## config.mk

```make
export PLATFORM = sky130hd
export DESIGN_NAME = imem_loader
export DESIGN_NICKNAME = d
export VERILOG_FILES = /design/src/rtl/imem_loader.sv
export SDC_FILE = /design/constraint.sdc
export NUM_CORES = 1
export LEC_CHECK = 0
export ABC_CLOCK_PERIOD_IN_PS = 2580
export BUFFER_PORTS_ARGS = -buffer_cell sky130_fd_sc_hd__buf_2
export CORE_AREA = 2 2 105 107
export CTS_CLUSTER_SIZE = 14
export DETAILED_ROUTE_END_ITERATION = 7
export DIE_AREA = 0 0 107 109
export HOLD_SLACK_MARGIN = 0.02
export PLACE_DENSITY_LB_ADDON = 0.05
export SYNTH_ARGS = -nofsm -noshare
export SYNTH_HDL_FRONTEND = slang
export SYNTH_SLANG_ARGS = --single-unit
```

## constraint.sdc

```tcl
create_clock -name clk -period 2.58 [get_ports clk]
set_input_delay 0.516 -clock clk [delete_from_list [all_inputs] [get_ports clk]]
set_output_delay 0.516 -clock clk [all_outputs]
set_load 0.02 [all_outputs]
```

## src/rtl/imem_loader.sv

```systemverilog
// Boot loader: assembles 20-bit instruction words from a byte stream, writes them from address 0, then releases the core.
// Optional trailing XOR checksum byte is enabled by defining IMEM_LOADER_CHECKSUM_EN.
module imem_loader #(
  parameter int DEPTH = 512,
  parameter int AW    = 15
) (
  input  logic          clk,
  input  logic          reset,
  input  logic          byte_valid,
  input  logic [7:0]    byte_data,
  output logic          byte_ready,
  output logic          we,
  output logic [AW-1:0] wa,
  output logic [19:0]   wd,
  output logic          core_reset,
  output logic          done,
  output logic          error
);

  typedef enum logic [2:0] {
    S_IDLE   = 3'd0,
    S_HDR_HI = 3'd1,
    S_DATA   = 3'd2,
    S_FINISH = 3'd3,
    S_DONE   = 3'd4,
    S_ERROR  = 3'd5
`ifdef IMEM_LOADER_CHECKSUM_EN
    , S_CHECK = 3'd6
`endif
  } state_t;

  localparam logic [15:0] DEPTH16 = 16'(DEPTH);

  state_t        state_q, state_d;
  logic [7:0]    cnt_lo_q, cnt_lo_d;
  logic [15:0]   n_q, n_d;
  logic [15:0]   word_idx_q, word_idx_d;
  logic [1:0]    byte_idx_q, byte_idx_d;
  logic [7:0]    b0_q, b0_d, b1_q, b1_d;
  logic          we_q, we_d;
  logic [AW-1:0] wa_q, wa_d;
  logic [19:0]   wd_q, wd_d;
  logic [15:0]   n_hdr;
  logic          accept;
`ifdef IMEM_LOADER_CHECKSUM_EN
  logic [7:0]    csum_q, csum_d;
`endif

  // Handshake: a byte transfers on a clock edge where byte_valid and byte_ready are both high;
  // byte_valid while byte_ready is low is dropped, never buffered.
`ifdef IMEM_LOADER_CHECKSUM_EN
  assign byte_ready = (state_q == S_IDLE) || (state_q == S_HDR_HI) ||
                      (state_q == S_DATA) || (state_q == S_CHECK);
`else
  assign byte_ready = (state_q == S_IDLE) || (state_q == S_HDR_HI) || (state_q == S_DATA);
`endif
  assign accept = byte_valid && byte_ready;
  assign n_hdr  = {byte_data, cnt_lo_q};

  always_comb begin
    state_d    = state_q;
    cnt_lo_d   = cnt_lo_q;
    n_d        = n_q;
    word_idx_d = word_idx_q;
    byte_idx_d = byte_idx_q;
    b0_d       = b0_q;
    b1_d       = b1_q;
    we_d       = 1'b0;
    wa_d       = wa_q;
    wd_d       = wd_q;
`ifdef IMEM_LOADER_CHECKSUM_EN
    csum_d     = csum_q;
    if (accept && (state_q != S_CHECK)) csum_d = csum_q ^ byte_data;
`endif
    case (state_q)
      S_IDLE: if (accept) begin
        cnt_lo_d = byte_data;
        state_d  = S_HDR_HI;
      end
      S_HDR_HI: if (accept) begin
        n_d        = n_hdr;
        word_idx_d = 16'd0;
        byte_idx_d = 2'd0;
        if (n_hdr > DEPTH16)     state_d = S_ERROR;
`ifdef IMEM_LOADER_CHECKSUM_EN
        else if (n_hdr == 16'd0) state_d = S_CHECK;
`else
        else if (n_hdr == 16'd0) state_d = S_FINISH;
`endif
        else                     state_d = S_DATA;
      end
      S_DATA: if (accept) begin
        case (byte_idx_q)
          2'd0: begin b0_d = byte_data; byte_idx_d = 2'd1; end
          2'd1: begin b1_d = byte_data; byte_idx_d = 2'd2; end
          default: begin
            we_d       = 1'b1;
            wa_d       = word_idx_q[AW-1:0];
            wd_d       = {byte_data[3:0], b1_q, b0_q};
            byte_idx_d = 2'd0;
            if (word_idx_q + 16'd1 == n_q) begin
`ifdef IMEM_LOADER_CHECKSUM_EN
              state_d = S_CHECK;
`else
              state_d = S_FINISH;
`endif
            end else begin
              word_idx_d = word_idx_q + 16'd1;
            end
          end
        endcase
      end
`ifdef IMEM_LOADER_CHECKSUM_EN
      // Verdict goes straight to DONE/ERROR so it is visible the cycle after the checksum byte.
      S_CHECK: if (accept) state_d = (byte_data == csum_q) ? S_DONE : S_ERROR;
`endif
      S_FINISH: state_d = S_DONE;
      S_DONE:   state_d = S_DONE;
      S_ERROR:  state_d = S_ERROR;
      default:  state_d = S_IDLE;
    endcase
  end

  always_ff @(posedge clk) begin
    if (!reset) begin
      state_q    <= S_IDLE;
      cnt_lo_q   <= 8'd0;
      n_q        <= 16'd0;
      word_idx_q <= 16'd0;
      byte_idx_q <= 2'd0;
      b0_q       <= 8'd0;
      b1_q       <= 8'd0;
      we_q       <= 1'b0;
      wa_q       <= '0;
      wd_q       <= 20'd0;
`ifdef IMEM_LOADER_CHECKSUM_EN
      csum_q     <= 8'd0;
`endif
    end else begin
      state_q    <= state_d;
      cnt_lo_q   <= cnt_lo_d;
      n_q        <= n_d;
      word_idx_q <= word_idx_d;
      byte_idx_q <= byte_idx_d;
      b0_q       <= b0_d;
      b1_q       <= b1_d;
      we_q       <= we_d;
      wa_q       <= wa_d;
      wd_q       <= wd_d;
`ifdef IMEM_LOADER_CHECKSUM_EN
      csum_q     <= csum_d;
`endif
    end
  end

  assign we         = we_q;
  assign wa         = wa_q;
  assign wd         = wd_q;
  assign core_reset = (state_q == S_DONE);
  assign done       = (state_q == S_DONE);
  assign error      = (state_q == S_ERROR);

endmodule
```

==> results of run 1 <==
[stage by stage]
step	TNS, ns	setup WS [ns]	hold WS [ns]
after floorplan	0	0.0232	0.440
after global placement	-0.195	-0.0301	0.449
after detailed placement	-1.90	-0.182	0.453
after CTS	0	0.00354	0.397
after global routing	-0.703	-0.0759	0.433
final	-0.0967	-0.0213	0.418
[metal layers]
metal / share of wire / GRT usage
met5: 0 / 0
met4: 0.024 / 0.0863
met3: 0.040 / 0.0550
met2: 0.50 / 0.407
met1: 0.44 / 0.280
[path summary, 6_finish.rpt]
check / start / slack [ns] / end / cells after the start
min reg2reg: wd[3] / 0.46 / wd[3] / 2
max reg2reg: word_idx_q[0] / -0.02 / word_idx_q[14] / 9
min: byte_data[7] / 0.42 / n_q[15] / 3
max: word_idx_q[0] / -0.02 / word_idx_q[14] / 9
[tightest hold or removal path, delay by kind of cell]
family | cells | cell delay (ns)
buf+inv | 1 | 0.14
simple gates | 1 | 0.06
compound gates | 1 | 0.06
[state kept, by name (all words and copies together), names as in the netlist]
register / count
word_idx_q: 16
n_q: 16
state_q: 3
wa: 15
we: 1
wd: 20
cnt_lo_q: 8
byte_idx_q: 2
b1_q: 8
b0_q: 8
[logic make-up after synthesis]
| kind of cell | count (synthesis) | synth area share |
|---|---|---|
| adder cells (fa/ha/maj) | 1 | 0.00269 |
| buffers and inverters | 58 | 0.0571 |
| AO/OA/AOI/OAI | 119 | 0.190 |
| XOR/XNOR | 21 | 0.0426 |
| AND/OR/NAND/NOR | 243 | 0.248 |
| multiplexers | 19 | 0.0410 |
| flip-flops | 97 | 0.418 |
[power breakdown]
group | switching, µW | internal [µW]
sequential | 63.1 | 1550
combinational | 267 | 193
clock | 582 | 517
[layout by cell type, fill, tap and decap left out, drive strengths merged, types with 2 or more instances in the layout]
master   synthesis  final
clkbuf          24     11
and2             2      2
mux2i           19     19
o221ai           8      8
buf             16    123
nand4           10     10
nand2          132    132
inv             18     21
nor3             8      8
nor2b           20     20
o2111ai          3      3
xor2             7      7
nor4             7      7
a21oi            9      9
and4             4      4
dfxtp           97     97
xnor2           13     13
o211ai           9      9
o22ai            3      3
or2              2      2
or4              4      5
or3              3      3
nand2b           3      3
a21boi          60     60
o21ai           10     10
o41ai            2      2
nand3           19     19
a31oi            6      6
nor2            18     18
and3             8      8
[final cells by class]
cell class / count / share of cell area
well taps: 140 / 0.0299
inverters: 18 / 0.0115
multi-input cells: 404 / 0.442
flip-flops and latches: 97 / 0.335
repair buffers: 123 / 0.145
clock buffers: 11 / 0.0258
clock inverters: 5 / 0.0115
[repair_timing]
item,CTS,global route
endpoints found under the setup margin,18,18
pin swaps,7,9
cloned,1,0
buffers inserted,4,2
hold buffers,0,0
resized for setup,26,23
==> impl_metrics.csv, run 1 <==
group,metric,value,unit
worst_setup_path,cp_slowest_stage_delay,0.64,ns
global_routing,antenna_found_initial,0,
worst_setup_path,critPathKind,"reg2reg",
cells_and_area,register_area,1960,µm²
global_routing,track_usage,0.233,
cells_and_area,multi_input_area,2590,µm²
clock_tree,clk_path_buf_depth,2,
global_routing,grt_pass1_vias,4009,
floorplan,die_h,109,µm
floorplan,die_area,11700,µm²
synth,synth_area,4640,µm²
worst_setup_path,critPathRequiredTime,2.86,ns
floorplan,top_level_ports,51,
synth,synth_nets,570,
synth,synth_most_common_cell,"nand2_1",
cells_and_area,drive_above_1_share,0.280,
worst_setup_path,path_buf_inv,2,
synth,syn_area_per_cell,8.32,µm²
clock_tree,cts_buffers,9,
place,finalWeightedCongestion,0.898,
synth,async_reset_ff_frac,0,
synth,synth_commonest_cells,"nand2_1 (131), dfxtp_1 (97), a21boi_0 (60)",
outcome,violations,"setup timing",
cells_and_area,utilization,0.553,
worst_setup_path,crit_path_top_delay_cell,"or4_4",
clock_tree,htree_levels,3,
power,leakage,0.00226,µW
place,io_buffers,50,
detailed_routing,dr.pass1.iters,4,
detailed_routing,drt-total-wl,13000,µm
worst_setup_path,start_kind,"flip-flop",
outcome,status,"complete, but fails checks",
synth,synth_edf_count,0,
synth,ys.flop_type,"dfxtp_1",
clock_tree,clk_latency,0.39,ns
clock_tree,cts_sinks,97,
sta,setup_viol,7,
global_routing,grt_max_degree,53,
sta,relSlewSlack,0.587,
floorplan,placementRows,38,
worst_setup_path,cpMostUsedCell,"buf_6",
floorplan,dieWidth,107,µm
power,ir_drop,0.000352,V
detailed_routing,vias_per_cell,5.29,
detailed_routing,drt-initial-drc-count,212,
sta,worst_slack,-0.0213,ns
place,placed_cells,776,
sta,rsz0062_at_grt,"true",
floorplan,core_region_area,10600,µm²
detailed_routing,drcViolationCount,0,
power,power,3170,µW
power,power.density,541,nW/µm²
place,dpl_cell_area,5420,µm²
clock_tree,cts-root-buf,"clkbuf_8",
worst_setup_path,cp-end-kind,"flip-flop",
cells_and_area,syn2layout_area_growth,26.3,%
synth,yosysWarnings,0,
cells_and_area,fin_area,5870,µm²
cells_and_area,nNetsFinal,665,
detailed_routing,drtAntennaViolNets,0,
clock_tree,cts_tree,"yes",
sta,min_period,2.60,ns
worst_setup_path,crit_chain,"buf_6, and4_4, nand4_4, or4_1, a32o_2, or4_4, buf_6, nand3_1, o221ai_2",
detailed_routing,wl_per_cell,16.2,µm
worst_setup_path,crit_fanout,7,
cells_and_area,fin_cells,798,
floorplan,initial_utilization,0.438,
sta,worstMarginPinSlew,0.617,ns
global_routing,grt_first_pass_wirelength,20800,µm
synth,synth.area.top_cells,"dfxtp_1 (42%), nand2_1 (11%), a21boi_0 (9.7%)",
cells_and_area,n_antenna_cell,0,
worst_setup_path,cp_data_arrival_time,2.88,ns
clock_tree,clkSlewWorstSetupHoldPaths,0.10,ns
sta,final-max-slew-violation-count,0,
global_routing,grt_overflow,0,
synth,yosysTopAreaCellShare,0.418,
synth,syn_inst,558,
detailed_routing,vias,4224,
sta,clock_skew,0.00820,ns
sta,min_period_over_period,1.01,
worst_hold_path,hold_class,"in2reg",
sta,hold_viol_final,0,
place,hpwl,9500,µm
cells_and_area,fillCellCount,1053,
synth,ys_types,51,
run,cap_violations,0,
synth,ys_ff_latch,97,
synth,synth_top_area_cell,"dfxtp_1",
worst_setup_path,cpLargestDelayFamily,"simple AND/OR/NAND/NOR gates",
sta,fmax,0.384,GHz
synth,yosysSeqAreaShare,0.418,
No activity file was read; power rests on OpenSTA's default activity.
==> inputs of run 2 (changes only) <==
--- a/config.mk
+++ b/config.mk
@@ -5,7 +5,7 @@
 export SDC_FILE = /design/constraint.sdc
 export NUM_CORES = 1
 export LEC_CHECK = 0
-export ABC_CLOCK_PERIOD_IN_PS = 2580
+export ABC_CLOCK_PERIOD_IN_PS = 2700
 export BUFFER_PORTS_ARGS = -buffer_cell sky130_fd_sc_hd__buf_2
 export CORE_AREA = 2 2 105 107
 export CTS_CLUSTER_SIZE = 14
==> constraint.sdc (replaced) <==
create_clock -name clk -period 2.7 [get_ports clk]
set_input_delay 0.54 -clock clk [delete_from_list [all_inputs] [get_ports clk]]
set_output_delay 0.54 -clock clk [all_outputs]
set_load 0.02 [all_outputs]
==> run 2 against run 1 <==
The run now ends clean. Die area did not move. Cell area down 4.0%. Combinational power decreased by 3%. Sequential cell count unchanged. Count of clock-buffer cells in the layout shrank 1. Critical path depth fell by 1. Critical path type unchanged.
==> impl_metrics.csv, run 2 (same netlist as run 1, synthesis figures left out) <==
group,metric,value,unit
global_routing,grt_max_degree,54,
worst_setup_path,crit_cells,8,
sta,min_period_over_period,0.958,
worst_setup_path,cp_slowest_stage_delay,0.63,ns
power,power.density,524,nW/µm²
detailed_routing,drt-total-wl,13000,µm
detailed_routing,drcViolationCount,0,
clock_tree,cts_buffers,9,
worst_hold_path,whs_path_depth,2,
cells_and_area,mostFrequentLayoutCell,"nand2_1",
clock_tree,htree_levels,3,
clock_tree,cts_hold_buffers,0,
clock_tree,cts_tree,"yes",
floorplan,placementRows,38,
sta,fin_hold_ws,0.463,ns
detailed_routing,dr.pass1.iters,4,
power,power,2950,µW
worst_setup_path,cp-end-kind,"flip-flop",
sta,setup_tns,0,ns
power,ir_drop,0.000269,V
detailed_routing,vias_per_cell,5.34,
worst_setup_path,cp_data_arrival_time,2.83,ns
worst_hold_path,hold_class,"reg2reg",
outcome,status,"completed",
worst_setup_path,critPathKind,"reg2reg",
sta,relSlewSlack,0.610,
detailed_routing,drtAntennaViolNets,0,
cells_and_area,largest_reg_flops,20,
worst_setup_path,start_kind,"flip-flop",
detailed_routing,vias,4181,
worst_setup_path,path_buf_inv,1,
cells_and_area,drive_above_1_share,0.232,
detailed_routing,drt-initial-drc-count,116,
global_routing,use_met1,0.292,
sta,min_period,2.59,ns
floorplan,top_level_ports,51,
global_routing,antenna_found_initial,0,
worst_setup_path,r2r_end,"word_idx_q[5]",
worst_setup_path,crit_fanout,6,
floorplan,die_h,109,µm
floorplan,die_area,11700,µm²
cells_and_area,n_antenna_cell,0,
global_routing,top_usage_layer,"met2",
clock_tree,cts_sinks,97,
clock_tree,clk_latency,0.36,ns
global_routing,grtUsageMet3,0.0341,
cells_and_area,final_cell_mix,"nand2_1 (131), dfxtp_1 (94), a21boi_0 (60), buf_4 (59), buf_2 (50)",
global_routing,grt_first_pass_wirelength,20500,µm
sta,worstMarginPinSlew,0.584,ns
clock_tree,clk_path_buf_depth,2,
floorplan,initial_utilization,0.438,
floorplan,dieWidth,107,µm
sta,hold_viol_final,0,
place,io_buffers,50,
sta,clock_skew,0.0146,ns
worst_hold_path,hold_end,"wd[14]",
global_routing,grt_util_met2,0.385,
worst_setup_path,critPathRequiredTime,2.94,ns
sta,rsz0062_at_grt,"true",
sta,setup_viol,0,
worst_setup_path,reg2regPathDepth,8,
worst_setup_path,reg2reg_slack,0.11,ns
global_routing,grt_pass1_vias,3959,
power,leakage,0.00215,µW
clock_tree,cts-root-buf,"clkbuf_8",
worst_setup_path,timing.rr.start,"word_idx_q[2]",
cells_and_area,nNetsFinal,652,
place,hpwl,9430,µm
run,cap_violations,0,
place,finalWeightedCongestion,0.919,
sta,final-max-slew-violation-count,0,
clock_tree,clkSlewWorstSetupHoldPaths,0.09,ns
global_routing,grt_overflow,0,
detailed_routing,wl_per_cell,16.6,µm
cells_and_area,syn2layout_area_growth,21.3,%
sta,fmax,0.387,GHz
worst_setup_path,crit_path_top_delay_cell,"or4_4",
floorplan,core_region_area,10600,µm²
global_routing,track_usage,0.227,
worst_setup_path,cpLargestDelayFamily,"simple AND/OR/NAND/NOR gates",
worst_hold_path,worstHoldStart,"wd[14]",
worst_setup_path,crit_chain,"nand4_1, or2_2, o21bai_1, nand3_1, or4_4, buf_4, o211ai_1, o21ai_1",
run 2: how the worst max path moves through the flow:
stage                     slack, ns          start        endpoint
after CTS                      0.04  word_idx_q[0]   word_idx_q[7]
after global routing          -0.03  word_idx_q[0]   word_idx_q[7]
final                          0.11  word_idx_q[2]   word_idx_q[5]
after detailed placement      0.009  word_idx_q[3]  word_idx_q[14]
after floorplan                0.14  word_idx_q[1]  word_idx_q[14]
after global placement        0.009  word_idx_q[0]  word_idx_q[14]
run 2: per-stage QoR:
step / worst slack [ns] / std cells / instance area (µm²) / util
after CTS: 0.0385 / 778 / 5500 / 0.519
after global placement: 0.00902 / 764 / 5310 / 0.500
after global routing: -0.0290 / 783 / 5630 / 0.531
final: 0.113 / 783 / 5630 / 0.531
after floorplan: 0.143 / 558 / 4640 / -
after detailed placement: 0.00906 / 764 / 5310 / 0.500
run 2: worst reg2reg max path: stages (launching register included):
cell and delay [ns]:
dfxtp_1 0.41, nand4_1 0.28, or2_2 0.41, o21bai_1 0.24, nand3_1 0.16, or4_4 0.63
buf_4 0.20, o211ai_1 0.08, o21ai_1 0.08
run 2: per-layer routing:
layer,up-vias,part of all wire
met5,-,0
met4,0,0.030
met3,24,0.031
met1,1983,0.46
li1,2094,-
met2,80,0.48
run 2: timing repair:
item                                    CTS  global route
buffers inserted                          0             4
pin swaps                                 0             3
cloned                                    0             1
endpoints found under the setup margin    2            18
gates resized for setup                   1            21
run 2: where the power goes:
| group | leakage [µW] | internal, µW | switching [µW] |
|---|---|---|---|
| logic | 0.00127 | 181 | 263 |
| registers | 0.000785 | 1480 | 61.6 |
| clock network | 0.0000961 | 449 | 511 |
| total | 0.00215 | 2110 | 836 |
run 2: cell type report:
class | count | area, µm²
Clock inverter | 4 | 53.8
Fill cell | 1034 | 4970
Inverter | 18 | 67.6
Sequential cell | 97 | 1950
Timing Repair Buffer | 110 | 713
Tap cell | 140 | 175
Clock buffer | 10 | 138
Multi-Input combinational cell | 404 | 2540
